--- config.mk ---
export PLATFORM = sky130hd
export DESIGN_NAME = winograd_acc
export DESIGN_NICKNAME = d
export VERILOG_FILES = /design/src/rtl/winograd_pkg.sv /design/src/rtl/winograd_acc_add.sv /design/src/rtl/winograd_acc.sv
export SDC_FILE = /design/constraint.sdc
export NUM_CORES = 1
export LEC_CHECK = 0
export BUFFER_PORTS_ARGS = -buffer_cell sky130_fd_sc_hd__buf_2
export CORE_MARGIN = 2
export CORE_UTILIZATION = 33
export CTS_CLUSTER_SIZE = 40
export DETAILED_ROUTE_END_ITERATION = 10
export PLACE_DENSITY = 0.62
export SLEW_MARGIN = 20
export SYNTH_ARGS = -nofsm -noshare
export SYNTH_HDL_FRONTEND = slang
export SYNTH_SLANG_ARGS = --single-unit
--- constraint.sdc ---
create_clock -name clk_i -period 3.9 [get_ports clk_i]
set_clock_uncertainty 0.15 [all_clocks]
set_input_delay 0.195 -clock clk_i [delete_from_list [all_inputs] [get_ports clk_i]]
set_output_delay 0.195 -clock clk_i [all_outputs]
set_load 0.02 [all_outputs]
--- src/rtl/winograd_pkg.sv ---
// Shared definitions for the winograd inner-product core and its accumulator stage.
package winograd_pkg;

  // Partial-sum width produced by the core for a given operand-B width.
  function automatic int psum_size(input int in_size_1);
    return ((in_size_1 + 1) * 2) + 6;
  endfunction

  typedef enum logic [1:0] {IDLE, ACCUM, HOLD} wacc_state_e;

endpackage

--- src/rtl/winograd_acc_add.sv ---
// Tile-term adder: psum0 + psum1 - corr added to the accumulator, with overflow detect.
// WINOGRAD_ACC_SAT_EN selects saturation instead of two's-complement wrap on overflow.
module winograd_acc_add #(
  parameter int PSUM_SIZE = 24,
  parameter int ACC_SIZE  = 32
) (
  input  logic [ACC_SIZE-1:0]    acc_i,
  input  logic [2*PSUM_SIZE-1:0] psum_i,
  input  logic [PSUM_SIZE-1:0]   corr_i,
  output logic [ACC_SIZE-1:0]    sum_o,
  output logic                   ovf_o
);
  localparam int TW = PSUM_SIZE + 2;
  // Wide enough that neither operand is truncated, plus one guard bit.
  localparam int SW = ((ACC_SIZE > TW) ? ACC_SIZE : TW) + 1;

  logic [PSUM_SIZE-1:0] p0, p1;
  logic [TW-1:0]        term;
  logic [SW-1:0]        wide;
  logic [SW-ACC_SIZE:0] hi;

  assign p0 = psum_i[PSUM_SIZE-1:0];
  assign p1 = psum_i[2*PSUM_SIZE-1:PSUM_SIZE];

  always_comb begin
    term  = {{2{p0[PSUM_SIZE-1]}}, p0}
          + {{2{p1[PSUM_SIZE-1]}}, p1}
          - {{2{corr_i[PSUM_SIZE-1]}}, corr_i};
    wide  = {{(SW-TW){term[TW-1]}}, term}
          + {{(SW-ACC_SIZE){acc_i[ACC_SIZE-1]}}, acc_i};
    // Result fits ACC_SIZE only if every bit above the sign bit matches it.
    hi    = wide[SW-1:ACC_SIZE-1];
    ovf_o = !((&hi) || !(|hi));
`ifdef WINOGRAD_ACC_SAT_EN
    if (ovf_o)
      sum_o = wide[SW-1] ? {1'b1, {(ACC_SIZE-1){1'b0}}} : {1'b0, {(ACC_SIZE-1){1'b1}}};
    else
      sum_o = wide[ACC_SIZE-1:0];
`else
    sum_o = wide[ACC_SIZE-1:0];
`endif
  end

endmodule

--- src/rtl/winograd_acc.sv ---
// Accumulates exact per-tile dot-product terms over num_tiles tiles; valid/ready result.
// Optional WINOGRAD_ACC_SAT_EN makes the accumulator saturate instead of wrap.
module winograd_acc
  import winograd_pkg::*;
#(
  parameter  int IN_SIZE_0 = 8,
  parameter  int IN_SIZE_1 = 8,
  parameter  int ACC_SIZE  = 32,
  parameter  int CNT_SIZE  = 8,
  localparam int PSUM_SIZE = psum_size(IN_SIZE_1)
) (
  input  logic                   clk_i,
  input  logic                   rst_i,
  input  logic                   valid_i,
  output logic                   ready_o,
  input  logic [2*PSUM_SIZE-1:0] psum_i,
  input  logic [PSUM_SIZE-1:0]   corr_i,
  input  logic [CNT_SIZE-1:0]    num_tiles_i,
  output logic                   valid_o,
  input  logic                   ready_i,
  output logic [ACC_SIZE-1:0]    acc_o,
  output logic                   overflow_o
);

  if (IN_SIZE_0 < 1 || IN_SIZE_1 < 1) begin : g_bad_cfg
    $error("winograd_acc: operand widths must be positive");
  end

  wacc_state_e         state, state_nxt;
  logic [ACC_SIZE-1:0] acc, add_base, sum;
  logic [CNT_SIZE:0]   cnt, cnt_nxt, tiles, tiles_in, tiles_cur;
  logic                ovf, ovf_add, ovf_nxt;
  logic                accept, first, last;

  winograd_acc_add #(.PSUM_SIZE(PSUM_SIZE), .ACC_SIZE(ACC_SIZE)) u_add (
    .acc_i  (add_base),
    .psum_i (psum_i),
    .corr_i (corr_i),
    .sum_o  (sum),
    .ovf_o  (ovf_add)
  );

  // num_tiles_i == 0 encodes 2^CNT_SIZE: the extra MSB is set exactly then.
  assign tiles_in = {(num_tiles_i == '0), num_tiles_i};

  always_comb begin
    state_nxt = state;
    ready_o   = (state != HOLD);
    valid_o   = (state == HOLD);
    accept    = valid_i && ready_o;
    first     = (state == IDLE);
    add_base  = first ? '0 : acc;
    cnt_nxt   = first ? {{CNT_SIZE{1'b0}}, 1'b1} : cnt + 1'b1;
    tiles_cur = first ? tiles_in : tiles;
    ovf_nxt   = ovf_add | (!first && ovf);
    last      = (cnt_nxt == tiles_cur);
    case (state)
      IDLE, ACCUM: if (accept) state_nxt = last ? HOLD : ACCUM;
      HOLD:        if (ready_i) state_nxt = IDLE;
      default:     state_nxt = IDLE;
    endcase
  end

  always_ff @(posedge clk_i or posedge rst_i) begin
    if (rst_i) begin
      state      <= IDLE;
      acc        <= '0;
      cnt        <= '0;
      tiles      <= '0;
      ovf        <= 1'b0;
      acc_o      <= '0;
      overflow_o <= 1'b0;
    end else begin
      state <= state_nxt;
      if (accept) begin
        acc   <= sum;
        cnt   <= cnt_nxt;
        tiles <= tiles_cur;
        ovf   <= ovf_nxt;
        // Result registers only move on the closing beat, so they hold outside HOLD.
        if (last) begin
          acc_o      <= sum;
          overflow_o <= ovf_nxt;
        end
      end
    end
  end

endmodule

* After elaboration in Yosys (flattened, before gate mapping)
Cells that the tools add are included.
** Storage, ports and cells
- Bits in registers :: 86
- ROM bits :: 0
- Latch bits :: 0
- Bits in writable memories :: 0
- Output and inout port bits :: 35
- Memories kept :: 0
- Input port bits :: 84
** Cells by class
- Add/subtract/negate cells :: 4
- Equality and inequality tests :: 6
- Multiplexer cells :: 7
- Reduce and logical (&&, ||, !) cells :: 13
- $lt $le $gt $ge :: 0
- $mul :: 0
- Shifts and indexed selects :: 0
- Bitwise logic cells :: 1
- Divide/modulo/power cells :: 0
** Operator list (number)
- adder 26 x 32 -> 33 bit :: 1
- 2-to-1 mux 32 bit :: 1
- subtractor 25 x 24 -> 26 bit :: 1
- adder 24 x 24 -> 25 bit :: 1
- 2-to-1 mux 9 bit :: 2
- adder 9 x 1 -> 9 bit, second input constant :: 1
- == test 9 bit :: 1
- logical NOT 8 bit :: 1
- 2-to-1 mux 2 bit :: 3
- AND reduction 2 bit :: 3
- inequality test 2 bit, second input constant :: 2
- case mux 2 bit (2 select lines) :: 1
- OR reduction 2 bit :: 2
- logical NOT 1 bit :: 3
- == test 2 x 1 -> 1 bit, second input constant :: 1
- == test 2 bit, second input constant :: 1
- logical AND 1 bit :: 2
- logical NOT 2 bit :: 1
- inequality test 2 x 1 -> 1 bit, second input constant :: 1
- logical OR 1 bit :: 1
- OR 1 bit :: 1

* Depth between registers and ports, before layout
- Word-level depth :: 8
- Mapped depth :: 18
- Mapped depth without buffers :: 17

* Hierarchy
Synthesis repeated with hierarchy kept, for this count alone.
** Unflattened totals
- Cell total of the unflattened synthesis :: 822
- Area total of the unflattened synthesis :: 7447.1 µm²
** Modules (own cells, without submodules)
- winograd_acc :: area an instance 3985.1 µm², times used 1, cells an instance 370
- winograd_acc_add :: area an instance 3462.1 µm², times used 1, cells an instance 452

* Worst setup path after synthesis
No wires, ideal clock.
- Path kind :: reg-to-reg
- Start :: register state[1]
- End :: register acc_o[30]
- Path slack :: -225 ps
- Cell stages (with the launch flop) :: 17
- Arrival :: 3849 ps
- Buffers on the path :: 2
- Data required time :: 3625 ps
- Library setup time :: 125 ps
- Path through :: dfrtp_1 or2_1 clkbuf_1 buf_1 nand2_1 fa_1 inv_1 ha_1 a21oi_1 o21ai_0 a21o_1 and3_1 a2111o_1 a2111oi_0 nor3_1 xnor2_1 mux2_4
** Between the ends
- Longest elaborated chain between the ends :: 4
** Ends and longest elaborated chain
- start, declared :: RTL line winograd_acc.sv:29 : wacc_state_e state, state_nxt;
- start signal, assigned :: RTL line winograd_acc.sv:74 : state <= state_nxt;
- branches (longest 4 deep; another with adder 26 x 32 -> 33 bit)
- end signal, assigned :: RTL line winograd_acc.sv:82 : acc_o <= sum;
- end, declared :: RTL line winograd_acc.sv:21 : output logic [ACC_SIZE-1:0] acc_o,
Parallel ways; which one is timed is not known.
A chain may end at the register's enable or synchronous reset.

* Worst setup path after layout
- Start :: register state[0]
- End :: register acc_o[30]
Same word-level chain as after synthesis.

==> results.py <==
metrics = {
    "cts": {
        "cts_tree": "built",
        "htreeDepth": 3,
        "clock_sinks": 86,
        "insertion_delay_ns": 0.35,
        "cts_buffer_depth": 2,
        "clkTransAtPathRegs_ns": 0.07,
        "cts-buffers-inserted": 9,
        "root_buffer": "clkbuf_16",
    },
    "logic_synthesis": {
        "async_reset_ff_frac": 1.00,
        "ys_warn_count": 0,
        "yosysSeqAreaShare": 0.308,
        "synth_seq_cells": 86,
        "synth_most_common_cell": "inv_1",
        "avgSynthCellArea_um2": 10.1,
        "synth_top_cell_area_share": 0.308,
        "syn-instance-count": 690,
        "synth_fp_nets": 863,
        "synth_edf_count": 0,
        "synth_ff_type": "dfrtp_1",
        "synthesis.area_mm2": 0.00698,
        "synth.distinct_cells": 56,
        "synthTopCellsByArea": "dfrtp_1 (31%), fa_1 (16%), mux2_2 (7.1%)",
        "yosys.area.top_type": "dfrtp_1",
        "yosys-top-cells-count": "inv_1 (125), dfrtp_1 (86), nand2_1 (58)",
    },
    "global_route": {
        "grt_usage": 0.148,
        "grt_max_degree": 53,
        "overflow": 0,
        "antenna_found_initial": 0,
        "grt_pass1_wl_um": 26400,
        "grt_pass1_vias": 5459,
    },
    "die": {
        "fp.dieH_um": 149,
        "rows": 53,
        "die_w_um": 149,
        "die-area_mm2": 0.0223,
        "initial_utilization": 0.334,
        "io_pins": 119,
        "core_region_area_mm2": 0.0209,
    },
    "worst_setup_path": {
        "cp.arrival_ns": 3.93,
        "end_kind": "register",
        "r2r_cells": 15,
        "cp.required_ns": 3.99,
        "reg2reg_setup_slack_ns": 0.05,
        "worstSetupEndpoint": "acc_o[30]$_DFFE_PP0P_",
        "critPathKind": "reg -> reg",
        "crit_path_max_fanout": 10,
        "crit_path_start_kind": "register",
        "startpoint": "state[0]$_DFFE_PP0P_",
        "r2r-end": "acc_o[30]$_DFFE_PP0P_",
        "reg2reg_from": "state[0]$_DFFE_PP0P_",
    },
    "route": {
        "wire_per_inst_um": 13.6,
        "met2_length_um": 7510,
        "drc_errors": 0,
        "ant_nets": 0,
        "via_per_inst": 4.57,
        "drt_iter0_drc": 236,
        "vias": 5315,
        "totalWireLength_um": 15800,
        "wl_met1_um": 7450,
        "first_pass_iters": 4,
        "topRoutingLayerUsed": "met4",
        "wl_met3_um": 543,
    },
    "layout": {
        "drive_above_1_share": 0.368,
        "fin_nets": 1056,
        "n_antenna_cell": 0,
        "seq_area_mm2": 0.00215,
        "multiInputGateArea_mm2": 0.00450,
        "fillers": 2071,
        "area_growth_pct": 30.7,
    },
    "sta": {
        "finalSetupViolCount": 0,
        "fin_hold_ws_ns": 0.140,
        "period_share": 0.987,
        "rsz0062_at_grt": "yes",
        "timing.fmax_mhz": 260,
        "hold_viol": 0,
        "slew_headroom": 0.547,
        "layout_min_cycle_time_ns": 3.85,
        "slew_viol_final": 0,
        "tightest_slew_ns": 0.679,
    },
    "run_status": {
        "status": "completed",
    },
    "worst_hold_path": {
        "hold_class": "in -> reg",
    },
    "place": {
        "routabilityCongestion": 0.833,
        "io_buffers": 118,
        "hpwl_um": 12100,
    },
    "job": {
        "cap_violations": 0,
    },
}
## how the worst min path moves through the flow
stage          startpoint              endpoint  slack, ns  cells past startpoint
5_1_grt         psum_i[0]  acc_o[0]$_DFFE_PP0P_       0.17                      3
3_5_place_dp        rst_i  acc_o[4]$_DFFE_PP0P_       0.14                      2
6_report          valid_i  state[0]$_DFFE_PP0P_       0.14                      3
3_3_place_gp        rst_i  acc_o[4]$_DFFE_PP0P_       0.13                      2
2_1_floorplan     ready_i  state[1]$_DFFE_PP0P_       0.16                      1
4_1_cts           valid_i  state[0]$_DFFE_PP0P_       0.12                      3
## state kept, by name, indices dropped and copies added, names as in the netlist
register    flops
acc            32
overflow_o      1
ovf             1
cnt             9
state           2
tiles           9
acc_o          32
## worst max-delay path, stage by stage (launching register included)
cell and delay, ns:
dfrtp_1 0.37, or2_4 0.28, buf_4 0.18, nand2_1 0.09, fa_1 0.41, inv_1 0.07, ha_1 0.26, a21o_1 0.18
a21o_1 0.17, a21oi_1 0.22, o21ai_0 0.16, a2111o_1 0.37, a2111oi_4 0.32, nor3_2 0.09, xnor2_1 0.14, mux2_4 0.27
## cells in the final DEF, fill, tap and decap left out, types with 3 or more instances in the layout
master,instances
a21o_1,8
a21oi_1,23
a21oi_2,9
a221o_1,3
a22o_1,6
a31oi_1,7
and2_1,9
and3_1,7
and4_1,3
buf_2,118
buf_4,74
clkbuf_16,10
dfrtp_1,86
dlygate4sd3_1,10
fa_1,54
ha_1,27
ha_4,5
inv_1,122
mux2_2,44
mux2_4,25
nand2_1,56
nand2b_1,4
nand3_1,14
nand4_1,5
nor2_1,16
nor2b_1,4
nor3_1,7
o21a_1,3
o21ai_0,23
o21ai_1,5
o21bai_1,4
xnor2_1,31
xor2_1,10
## cell type report
cell class	count	area share
Multi-Input combinational cell	455	0.493
Sequential cell	86	0.236
Inverter	125	0.0516
Clock inverter	5	0.00892
Clock buffer	11	0.0277
Timing Repair Buffer	206	0.145
Tap cell	275	0.0377
## per-stage QoR
step	instance area (um^2)	setup WS [ns]	instances	util	setup TNS [ns]
2_1_floorplan	7010	-0.00668	690	-	-0.00668
3_3_place_gp	8420	-0.199	1134	0.403	-2.05
3_5_place_dp	8420	-0.217	1134	0.403	-2.62
4_1_cts	8880	0.00216	1160	0.425	0
5_1_grt	9120	-0.164	1163	0.437	-0.948
6_report	9120	0.0519	1163	0.437	0
## cells by family after synthesis
kind of cell,share of synthesized area
buf+inv,0.0835
mux,0.128
flops,0.308
fa+ha+maj,0.220
compound gates,0.105
xor+xnor,0.0572
simple gates,0.0988
## layer usage
metal  vias to the layer above  track usage
met5                         -            0
li1                       2658            -
met2                        98        0.246
met4                         0       0.0448
met1                      2541        0.200
met3                        18       0.0216
## what timing repair did
action,in CTS,in global routing
endpoints found under the hold margin,43,0
cloned,0,1
endpoints found under the setup margin,12,30
buffers inserted,0,2
pin swaps,2,9
gates resized for setup,6,40
hold buffers,10,0
Power is not shown: default switching activity piles up to over one toggle a cycle in this logic, so the estimate is an artifact.
